--- config.mk ---
export PLATFORM = sky130hd
export DESIGN_NAME = stall_ctrl
export DESIGN_NICKNAME = d
export VERILOG_FILES = /design/src/rtl/stall_ctrl.sv
export SDC_FILE = /design/constraint.sdc
export NUM_CORES = 1
export LEC_CHECK = 0
export BUFFER_PORTS_ARGS = -buffer_cell sky130_fd_sc_hd__buf_4
export CAP_MARGIN = 10
export CORE_MARGIN = 3
export CORE_UTILIZATION = 30
export CTS_CLUSTER_DIAMETER = 60
export DETAILED_ROUTE_END_ITERATION = 8
export GPL_TIMING_DRIVEN = 0
export PLACE_DENSITY = 0.56
export SETUP_SLACK_MARGIN = 0.4
export SLEW_MARGIN = 25
export SYNTH_ARGS = -nofsm -noshare
export SYNTH_HDL_FRONTEND = slang
export SYNTH_SLANG_ARGS = --single-unit
--- constraint.sdc ---
create_clock -name clk -period 2.9 [get_ports clk]
set_clock_uncertainty 0.2 [all_clocks]
set_input_delay 0.435 -clock clk [delete_from_list [all_inputs] [get_ports clk]]
set_output_delay 0.435 -clock clk [all_outputs]
set_load 0.1 [all_outputs]
--- src/rtl/stall_ctrl.sv ---
// rtl/stall_ctrl.sv - ID-stage RAW hazard detector with 3-entry destination scoreboard
// Optional feature macro: STALL_WB_BYPASS_EN (write-first register file, WB entry not compared)
module stall_ctrl (
  input  logic        clk,
  input  logic        rst,
  input  logic        id_valid,
  input  logic [4:0]  id_rs1,
  input  logic [4:0]  id_rs2,
  input  logic        id_rs1_used,
  input  logic        id_rs2_used,
  input  logic [4:0]  id_rd,
  input  logic        id_rd_we,
  input  logic        flush,
  output logic        stalling_signal,
  output logic        bubble,
  output logic [1:0]  hazard_stage,
  output logic [15:0] stall_cycles
);

  // Scoreboard of destinations for the instructions already past ID.
  // A valid entry always carries a nonzero rd, since x0 writes are never pushed.
  logic       ex_v, mem_v, wb_v;
  logic [4:0] ex_rd, mem_rd, wb_rd;

  logic       wb_cmp;
  logic       hit_ex, hit_mem, hit_wb;
  logic       src1_live, src2_live;
  logic       push;

`ifdef STALL_WB_BYPASS_EN
  // The register file writes before it is read, so a WB producer is already visible.
  assign wb_cmp = 1'b0;
`else
  assign wb_cmp = wb_v;
`endif

  assign src1_live = id_rs1_used & (id_rs1 != 5'd0);
  assign src2_live = id_rs2_used & (id_rs2 != 5'd0);

  assign hit_ex  = ex_v   & ((src1_live & (id_rs1 == ex_rd))  | (src2_live & (id_rs2 == ex_rd)));
  assign hit_mem = mem_v  & ((src1_live & (id_rs1 == mem_rd)) | (src2_live & (id_rs2 == mem_rd)));
  assign hit_wb  = wb_cmp & ((src1_live & (id_rs1 == wb_rd))  | (src2_live & (id_rs2 == wb_rd)));

  // Same-cycle stall decision; flush wins over a hazard and reset silences everything.
  always_comb begin
    stalling_signal = 1'b0;
    hazard_stage    = 2'd0;
    if (!rst && id_valid && !flush && (hit_ex || hit_mem || hit_wb)) begin
      stalling_signal = 1'b1;
      if (hit_ex)
        hazard_stage = 2'd1;
      else if (hit_mem)
        hazard_stage = 2'd2;
      else
        hazard_stage = 2'd3;
    end
  end

  assign bubble = !rst & (stalling_signal | flush);

  assign push = id_valid & id_rd_we & (id_rd != 5'd0) & !stalling_signal & !flush;

  // Advance the scoreboard every cycle; a stalled or killed instruction leaves a hole in EX.
  always_ff @(posedge clk) begin
    if (rst) begin
      ex_v   <= 1'b0;
      mem_v  <= 1'b0;
      wb_v   <= 1'b0;
      ex_rd  <= 5'd0;
      mem_rd <= 5'd0;
      wb_rd  <= 5'd0;
    end else begin
      wb_v   <= mem_v;
      wb_rd  <= mem_rd;
      mem_v  <= ex_v;
      mem_rd <= ex_rd;
      ex_v   <= push;
      ex_rd  <= push ? id_rd : 5'd0;
    end
  end

  // Saturating stall-cycle counter for performance monitoring.
  always_ff @(posedge clk) begin
    if (rst)
      stall_cycles <= 16'd0;
    else if (stalling_signal && (stall_cycles != 16'hFFFF))
      stall_cycles <= stall_cycles + 16'd1;
  end

endmodule

* Word-level counts from Yosys, hierarchy flattened
Index checks and enable logic that the tools add are counted.
Word-level totals: logic and storage cells 53, input port bits 22, register bits after elaboration 34
Cells by class: reduce and logical (&&, ||, !) cells 13, bitwise operators 21, muxes and demuxes 4, $add $sub $neg 1, equality and inequality tests 7
Operators by type and width (count):
- 5-bit == test | 6
- 16-bit by 1-bit adder with 16-bit output, second input constant | 1
- 1-bit bitwise AND | 16
- 16-bit != test, second input constant | 1
- 5-bit nonzero test | 3
- 1-bit logical AND | 4
- 2-bit 2-to-1 mux | 2
- 1-bit OR | 4
- 1-bit zero test | 3
- 1-bit logical OR | 2
- 1-bit 2-to-1 mux | 2
- 2-bit OR reduction | 1
- 1-bit NOT | 1

* Longest topological paths before layout
depth after elaboration 14, mapped depth 8, gate-level depth less buffers 7

* Least setup slack after synthesis
Ideal clock, no wire load.
path type input to output, start point input id_rs1[1], end point output hazard_stage[1], data required time 2.265 ns, stages on the path 7, path slack -0.803 ns, path buffers 0, data arrival time 3.068 ns, path through xor2_1 nor4_1 and3_1 a22o_1 nor2_4 o21ai_2 and2_1
Between the ends: word-level cells in the longest chain between the ends 9, elaborated cells between the ends (all ways) 19, classes of those cells eq/ne: 3; mux: 2; bitwise: 10; reduce/logical: 4
RTL lines:
- from (decl) | line 7 | input logic [4:0] id_rs1,
- 5-bit nonzero test | line 37 | assign src1_live = id_rs1_used & (id_rs1 != 5'd0);
- 1-bit bitwise AND | line 37
- 1-bit bitwise AND, on equally long branches | line 40, 41
- 1-bit OR, on equally long branches | line 40, 41
- 1-bit bitwise AND, on equally long branches | line 40, 41
- 1-bit logical OR (2 in series) | line 48 | if (!rst && id_valid && !flush && (hit_ex || hit_mem || hit_wb)) begin
- 1-bit logical AND | line 48
- 2-bit 2-to-1 mux (*) | line 48
- to (decl) | line 16 | output logic [1:0] hazard_stage,
Mark *: on every way between the ends. The rest lies on a longest branch, timed or not.

* Final worst setup path
start point input id_rs2[4], end point output bubble
Between the ends: word-level cells in the longest chain between the ends 11, elaborated cells between the ends (all ways) 20, classes of those cells eq/ne: 3; mux: 1; bitwise: 12; reduce/logical: 4
RTL lines:
- from (decl) | line 8 | input logic [4:0] id_rs2,
- 5-bit nonzero test | line 38 | assign src2_live = id_rs2_used & (id_rs2 != 5'd0);
- 1-bit bitwise AND | line 38
- 1-bit bitwise AND, on equally long branches | line 40, 41
- 1-bit OR, on equally long branches | line 40, 41
- 1-bit bitwise AND, on equally long branches | line 40, 41
- 1-bit logical OR | line 48
- 1-bit logical OR (*) | line 48
- 1-bit logical AND (*) | line 48
- 1-bit 2-to-1 mux (*) | line 48
- 1-bit OR (*) | line 59 | assign bubble = !rst & (stalling_signal | flush);
- 1-bit bitwise AND (*) | line 59
- to (decl) | line 15 | output logic bubble,
Marked as above.

==> out/results.env <==
P_SEQ_FRAC=0.468
WIRE_LENGTH_OF_THE_FIRST_GLOBAL_ROUTING_PASS_MM=8.880
DIE_WIDTH_UM=89.03
SYNTHDOMINANTCELLAREASHARE=0.3291
SLOWEST_DELAY_NS=0.54
CTS_HOLD_BUF=0
POWER.SHARE.CLOCK=0.416
POSTROUTEANTENNANETS=0
SYNTH_FA_HA_AREA_FRAC=0.006050
VIA_COUNT_OF_THE_FIRST_GLOBAL_ROUTING_PASS=1812
TNS_NS=0
NETS_IN_THE_SYNTHESIZED_NETLIST=258
INSERTION_DELAY_NS=0.29
GRT_ANTENNA_BEFORE_REPAIR=0
DP_SLACK_NS=-0.1949
FIN_CRIT_SH=0.9713
PLACE_AREA_UM2=2534
GLOBALROUTE.TOTALOVERFLOW=0
AREA_GROWTH_PCT=40.11
CRITPATHARRIVALTIME_NS=2.18
SYNTH-MAIN-FF-CELL='dfxtp_1'
LEAKAGEPOWER_nW=1.179
ROUTE.VIAS.TOTAL=1877
CRIT_TOP_CELL='nor2_4'
ROUTED_WIRELENGTH_MM=5.506
CRIT_FANOUT=5
WORSTSETUPPATHTYPE='input port to output port'
CRIT_PATH_CELL_TRACE='buf_8 > or4_4 > nor2_4 > nor2b_4 > a22o_1 > nor2_4 > o21ai_4 > o21ba_4 > buf_12'
POWER_SWITCHING_SHARE=0.2400
ANTENNA_CELLS_INSERTED=0
NETLIST_AREA_UM2=2068
GLOBAL_ROUTE.USAGE.MET1=0.1964
MET3_USAGE=0.03041
WL_PER_CELL_UM=14.84
SYNTH-SIMPLE-AREA-SHARE=0.3158
SYNTH_SEQUENTIAL_AREA_RATIO=0.3291
CLKTRANSATPATHREGS_NS=0.06
FP.COREAREA_UM2=6531
CTSLONGESTPATHBUFFERS=2
CRITPATHLAUNCHTYPE='input port'
DP_HPWL_MM=4.104
NETLIST_INSTANCES=235
SYNTH_WARNINGS=0
TIMING.CRITICAL_PATH.SLOWEST_STAGE_CELL='or4_4'
FINAL-HOLD-VIOLATION-COUNT=0
SYNTH-SEQ-CELLS=34
HOLD-WORST-SLACK_NS=0.1594
GRT_USAGE=0.1446
SYNTH_TOP_CELLS_BY_COUNT='34 x dfxtp_1, 25 x nor2b_1, 16 x nor2_1, 16 x xor2_1'
COUNT_OF_PLACED_STANDARD_CELLS_IN_THE_FINAL_LAYOUT_FILLERS_LEFT_OUT=371
MAX_FREQ_GHz=0.3550
SYNTH_EDF_COUNT=0
YOSYSMOSTFREQUENTCELL='dfxtp_1'
PLACED_CELLS_INCL_TAPS=353
VIAS_PER_CELL=5.059
FINAL_LAYOUT_SIZE_SUFFIX_GT1_FRAC=0.3810
YOSYSTOPAREACELL='dfxtp_1'
POWER.INTERNAL_uW=755.3
SLEW-LIMIT-HEADROOM=0.5498
NUM_IO_PINS=42
TIMING.CRITICAL_PATH.TO_TYPE='output port'
UNREPAIRED_SETUP_ENDPOINTS_AFTER_GLOBAL_ROUTING='true'
SYNTH-ASYNC-RESET-RATIO=0
NETSWITCHINGPOWER_uW=238.5
SYNTH-COMPOUND-AREA-SHARE=0.1404
STATUS='finished, final reports clean'
SYNTH-XOR-AREA-SHARE=0.1270
DRT_PRE_ANTENNA_ITERS=4
YOSYS.CELL_TYPES.COUNT=47
SYNTH_AREA_LEADERS='dfxtp_1 33%, nor2b_1 7.6%, xor2_1 6.8%, xnor2_1 5.9%, and3_1 3.9%'
GP_WEIGHTED_CONGESTION=0.8256
SETUP_SLACK_NS=0.08314
CTS_HTREE_LEVELS=2
ROOT_BUFFER='clkbuf_8'
TIGHTEST_SLEW_NS=0.6739
LARGEST_FAMILY_OF_LOGIC_CELLS_BY_SYNTHESIZED_AREA='simple AND/OR/NAND/NOR gates'
CTS.SINKS=34
DRT_ITER0_MARKERS=95
NNETSFINAL=316
POWER.IR.VDD_WORST_mV=0.1835
SETUP_VIOL_COUNT_FINAL=0
CTS_TREE='done'
ROW_COUNT=29
TRITONCTS.NUM_BUFFERS=5
WORST-ENDPOINT-REQUIRED_NS=2.27
INITIAL_CORE_UTIL=0.3167
SYN_AVG_CELL_AREA_UM2=8.801
TIMING_MAX_TRANSITION_VIOLATIONS_FINAL=0
MET2_USE_GR=0.2301
DRC=0
NUMBER_OF_BUFFERS_ADDED_ON_PORTS=41
CAP_VIOLATIONS=0
SYNTHMUXAREASHARE=0.06715
PWR-SHARE-COMB=0.116
GRT_MAX_DEGREE=11
DIEAREA_UM2=7926
GRT-BUSIEST-LAYER='met2'
FINALWORSTPATHREQUIREDPERIOD_NS=2.817
POSTLAYOUTCOREUTIL=0.4437
STDCELL_AREA_UM2=2898
POWER.TOTAL_uW=993.8
CELLPOWERDENSITY_nW_PER_UM2=343.0
HOLD_PATH_CLASS='input port to flip-flop'
DIEHEIGHT_UM=89.03
## routing by layer
metal	part of all wire	vias up	wire length, um
met5	0	-	0
met1	0.48	883	2666
met3	0.038	7	211
met4	0.014	0	79
met2	0.46	29	2548
li1	-	958	-
## worst paths after layout
check / slack (ns) / start / depth (start not counted) / to
max: 0.08 / id_rs2[4] / 9 / bubble
min: 0.16 / id_rd[4] / 2 / ex_rd[4]
max reg2reg: 0.29 / ex_rd[4] / 10 / stall_cycles[7]
min reg2reg: 0.27 / ex_v / 1 / mem_v
## state kept, by name, summed over array words and instances (netlist names)
register and cells:
mem_v 1, wb_rd 5, ex_v 1, stall_cycles 16, wb_cmp 1, ex_rd 5, mem_rd 5
## cell families (layout without fill, tap and decap cells)
kind of cell / after synthesis / in the layout
mux: 12 / 12
simple gates: 116 / 116
compound gates: 34 / 34
xor+xnor: 30 / 30
buf+inv: 8 / 67
flops: 34 / 34
fa+ha+maj: 1 / 1
## critical path, delay by kind of cell
| family | cells | cell delay, ns |
|---|---|---|
| simple gates | 4 | 0.88 |
| buf+inv | 2 | 0.26 |
| compound gates | 3 | 0.60 |
## final cells by class
cell class	count	area (um^2)
plain buffers	5	20.02
clock buffers	8	110.1
fillers	653	3633
inverters	3	11.26
multi-input cells	193	1471
flip-flops and latches	34	725.7
well taps	77	96.34
repair buffers	51	462.9
## power groups by stage
stage	clock, mW	sequential (mW)	combinational (mW)
after floorplan	0	0.475	0.0527
after global placement	0	0.476	0.101
after detailed placement	0	0.476	0.102
after CTS	0.423	0.465	0.113
after global routing	0.439	0.465	0.125
final	0.414	0.465	0.115
## what timing repair did
| action | CTS | global route |
|---|---|---|
| setup endpoints to repair | 15 | 22 |
| resized for setup | 22 | 23 |
| setup buffers | 7 | 3 |
| cloned | 0 | 0 |
| pin swaps | 14 | 11 |
## cells in the final DEF, fill, tap and decap left out, types with 5 or more instances in the layout
cell type / n
and2_1: 6
and3_1: 13
buf_4: 41
clkbuf_8: 8
dfxtp_1: 14
dfxtp_2: 12
dfxtp_4: 8
mux2_1: 5
mux2_2: 5
nand2_1: 13
nand3_1: 14
nor2_1: 16
nor2b_1: 25
nor3_1: 6
xnor2_1: 14
xor2_1: 16
No activity file was read; power rests on OpenSTA's default activity.
